## src/rtl/serial_adder.sv

```systemverilog
// Bit-serial adder: one full-adder step per clock, LSB first.
// Result, carry and overflow are published together when the last bit lands.
module serial_adder #(
  parameter int WIDTH = 8
) (
  input  logic             clk,
  input  logic             rst_n,
  input  logic             start,
  input  logic [WIDTH-1:0] A,
  input  logic [WIDTH-1:0] B,
  input  logic             Cin,
  output logic             busy,
  output logic             done,
  output logic [WIDTH-1:0] S,
  output logic             Cout,
  output logic             V
);

  localparam int CW = $clog2(WIDTH) + 1;

  typedef enum logic [1:0] {
    IDLE,
    ADD,
    DONE
  } state_t;

  state_t state, state_nxt;

  logic [WIDTH-1:0] a_sr;
  logic [WIDTH-1:0] b_sr;
  logic [WIDTH-1:0] r_sr;
  logic [WIDTH-1:0] r_nxt;
  logic             c;
  logic [CW-1:0]    cnt;
  logic             sum;
  logic             carry;
  logic             last;

  always_comb begin
    sum   = a_sr[0] ^ b_sr[0] ^ c;
    carry = (a_sr[0] & b_sr[0]) | (c & (a_sr[0] ^ b_sr[0]));
    last  = (cnt == CW'(WIDTH - 1));
    r_nxt = {sum, r_sr[WIDTH-1:1]};
  end

  always_comb begin
    state_nxt = state;
    unique case (state)
      IDLE:    if (start) state_nxt = ADD;
      ADD:     if (last) state_nxt = DONE;
      DONE:    state_nxt = IDLE;
      default: state_nxt = IDLE;
    endcase
  end

  always_ff @(posedge clk) begin
    if (!rst_n) state <= IDLE;
    else        state <= state_nxt;
  end

  always_ff @(posedge clk) begin
    if (!rst_n) begin
      a_sr <= '0;
      b_sr <= '0;
      r_sr <= '0;
      c    <= 1'b0;
      cnt  <= '0;
      S    <= '0;
      Cout <= 1'b0;
      V    <= 1'b0;
    end else begin
      unique case (state)
        IDLE: begin
          if (start) begin
            a_sr <= A;
            b_sr <= B;
            c    <= Cin;
            cnt  <= '0;
          end
        end
        ADD: begin
          a_sr <= a_sr >> 1;
          b_sr <= b_sr >> 1;
          r_sr <= r_nxt;
          c    <= carry;
          cnt  <= cnt + CW'(1);
          // c is still the carry into the MSB on the final step
          if (last) begin
            S    <= r_nxt;
            Cout <= carry;
            V    <= c ^ carry;
          end
        end
        default: ;
      endcase
    end
  end

  assign busy = (state == ADD);
  assign done = (state == DONE);

endmodule

```

## config.mk

```make
export PLATFORM = sky130hd
export DESIGN_NAME = serial_adder
export DESIGN_NICKNAME = d
export VERILOG_FILES = /design/src/rtl/serial_adder.sv
export SDC_FILE = /design/constraint.sdc
export NUM_CORES = 1
export LEC_CHECK = 0
export BUFFER_PORTS_ARGS = -buffer_cell sky130_fd_sc_hd__buf_2
export CORE_ASPECT_RATIO = 1.2
export CORE_MARGIN = 4
export CORE_UTILIZATION = 58
export CTS_CLUSTER_SIZE = 12
export DETAILED_ROUTE_END_ITERATION = 10
export PLACE_DENSITY = 0.83
export SLEW_MARGIN = 20
export SYNTH_ARGS = -nofsm -noshare
export SYNTH_HDL_FRONTEND = slang
export SYNTH_SLANG_ARGS = --single-unit
export TNS_END_PERCENT = 20
```

## constraint.sdc

```tcl
create_clock -name clk -period 4 [get_ports clk]
set_clock_uncertainty 0.1 [all_clocks]
set_input_delay 0.2 -clock clk [delete_from_list [all_inputs] [get_ports clk]]
set_output_delay 0.2 -clock clk [all_outputs]
set_load 0.05 [all_outputs]
```

==> run metrics <==
status=completed; cts hold-fix bufs=0; number of antenna diodes=0; GR Overflow Total=0; Cells after Synth=about 200; Port Buffers=31; Post-Layout Cell Count=257; leak pwr=0.7285 nW; Slew headroom=54.66%; RePlAce Congestion=0.7647; most common cell after layout, fill and taps aside=dfxtp_1; # IOs=32; Worst R2R Start=state[1]; post-cts gate resize count=0; post-place setup slack=2.240 ns; core area=0.002838 sq mm; hpwl dp=2466 um; FF+latch count, synth=40; Die H=67.90 um; synth warn=0; largest net degree at the start of global routing=34; vias per inst=6.167; Residual DRC=0; Layout area overhead=10.17%; Pins Over Slew Limit=0; vias in the first global route=approximately 1500; Hold/Removal Path Class=input port to register; VDD IR max=slightly below 0.3 mV; Setup crit start=state[1]; Via Count=1585; fmax=0.4746 GHz; required time worst endpoint=3.70 ns; Starting Density=61.11%; CP max FO=18; RSZ-0062 raised after global routing=false; Tmin final=approximately 2.1 ns; Worst Reg-to-Reg Cells=4; Total GRT Usage=approximately a fifth; crit path to=done; layout cell share with drive strength beyond 1=20.18%; CTS Buffer Depth=2; TritonCTS sink count=40; fill count=244; post-route ant nets=0; crit end category=primary output; Distinct cells, synth=32; CP Class=register to primary output; hold_sp=B[2]; H-tree Lvls=2; share of synthesized area occupied by flip-flops and latches=46.18%; Post-CTS Setup Inserts=0; Die ar.=0.003932 sq mm; placed cells=250; CTS tree=yes; Reg clk slew, reported paths=0.11 ns; Net Count, Synth=roughly 220; Critical Path AT=between 1.5 and 2 ns; Syn Area/Cell=8.628 sq um; Worst-Margin Slew=0.6793 ns; Die X=57.92 um; r2r endpoint=cnt[3]; Fin. Hold Viols=0; Iter 0 DRT Violations=62; initial antenna violation count=0; nets@finish=245; clock root buffer=clkbuf_4; period utilisation layout=52.67%; Mapped Area=0.001734 sq mm; row count=21; Skew-Pair Late Insertion Delay=0.34 ns; CP Launch Type=register; first-pass GRT wire length=6375 um; drt pass-1 iters=5; TritonCTS buffer count=5; final setup TNS=0 ns; flop-to-flop setup slack=about 2.3 ns; # Max-Cap Violations=0; pwr/cell area=~370 mW/mm^2; DR WL/cell=between 10 and 15 um; # setup viols final=0; final worst setup slack=1.893 ns; most frequent cells in the layout=dfxtp_1 (40), a21oi_1 (33), buf_2 (31), o21ai_0 (17), nand2_1 (16); final WL=3642 um
-- worst min path at each step --
stage               cells past startpoint  slack [ns]      end
floorplan                               2        0.31  b_sr[0]
global placement                        2        0.34  r_sr[1]
detailed placement                      2        0.36  r_sr[1]
CTS                                     3        0.05  b_sr[2]
global route                            3        0.07  b_sr[2]
finish                                  3        0.06  b_sr[2]
-- metrics by stage --
step / util [%] / total power [mW] / cell area, sq um / hold WS (ns)
after floorplan: - / 0.4988 / 1734 / 0.3097
after global placement: 65.70 / 0.5153 / 1864 / 0.3438
after detailed placement: 65.70 / 0.5201 / 1864 / 0.3581
after CTS: 67.33 / 0.7040 / 1911 / 0.04631
after global routing: 67.33 / 0.7344 / 1911 / 0.07226
final: 67.33 / 0.6977 / 1911 / 0.05619
-- flip-flops by register name, summed over array words and instances (netlist names) --
name / count
S: 8
a_sr: 8
b_sr: 8
r_sr: 7
cnt: 4
state: 2
Cout: 1
V: 1
c: 1
-- layout make-up --
cell class | count | area (sq um) | area share (%)
clock buffer | 6 | 41.29 | 2.161
clock inverter | 1 | 5.005 | 0.2620
inverter | 8 | 30.03 | 1.572
multi-input combinational | 136 | 828.3 | 43.35
sequential | 40 | 800.8 | 41.91
tap | 34 | 42.54 | 2.227
timing repair buffer | 32 | 162.7 | 8.513
-- worst max-delay path, cell delays in order, from the launching register on --
cell and delay [ns]:
dfxtp_1 0.65, inv_1 0.37, nor2_1 0.16, buf_2 0.28
-- cell families after synthesis --
family	Yosys count	synth area share, %
muxes	1	0.5772
buffers and inverters	25	6.061
DFF	40	46.18
xor gates and xnor gates	1	0.5051
AOI/OAI and AO/OA	82	28.64
and+or+nand+nor	50	16.16
adders and majority gates	2	1.876
-- cells in the mapped netlist --
cell | n | share of area, %
dfxtp_1 | 40 | 46
a21oi_1 | 33 | 9.5
o21ai_0 | 17 | 4.9
nand2_1 | 16 | 3.5
o221ai_1 | 15 | 7.6
nand3_1 | 11 | 3.2
buf_2 | 9 | 2.6
clkbuf_1 | 8 | 1.7
inv_1 | 7 | 1.5
o22ai_1 | 6 | 2.2
or3b_2 | 6 | 3.0
or3b_1 | 5 | 2.5
nor2_1 | 4 | 0.87
o21ai_1 | 4 | 1.2
a32o_1 | 2 | 1.2
nand2b_1 | 2 | 0.72
a211oi_1 | 1 | 0.43
a22oi_1 | 1 | 0.43
a311oi_1 | 1 | 0.51
a31oi_1 | 1 | 0.36
and3b_1 | 1 | 0.51
fa_1 | 1 | 1.2
ha_1 | 1 | 0.72
inv_2 | 1 | 0.22
mux2i_1 | 1 | 0.58
nand3b_1 | 1 | 0.43
nor2b_1 | 1 | 0.36
nor3_1 | 1 | 0.29
nor3b_1 | 1 | 0.43
o21bai_1 | 1 | 0.43
or3_1 | 1 | 0.36
xnor2_1 | 1 | 0.51
-- routing by layer --
metal | track usage [%] | routed length [um]
met5 | 0 | 0
met4 | 9.275 | 63
met3 | 3.585 | 243
met2 | 38.42 | 1802
met1 | 22.49 | 1532
-- power by group --
| group | internal (mW) | leakage, nW | total, mW | switching, mW |
|---|---|---|---|---|
| sequential | 0.416 | 0.327 | 0.431 | 0.0149 |
| combinational | 0.0335 | 0.373 | 0.0802 | 0.0467 |
| clock | 0.0648 | 0.0281 | 0.186 | 0.122 |
Note: power is estimated with default switching activity, not from simulation.
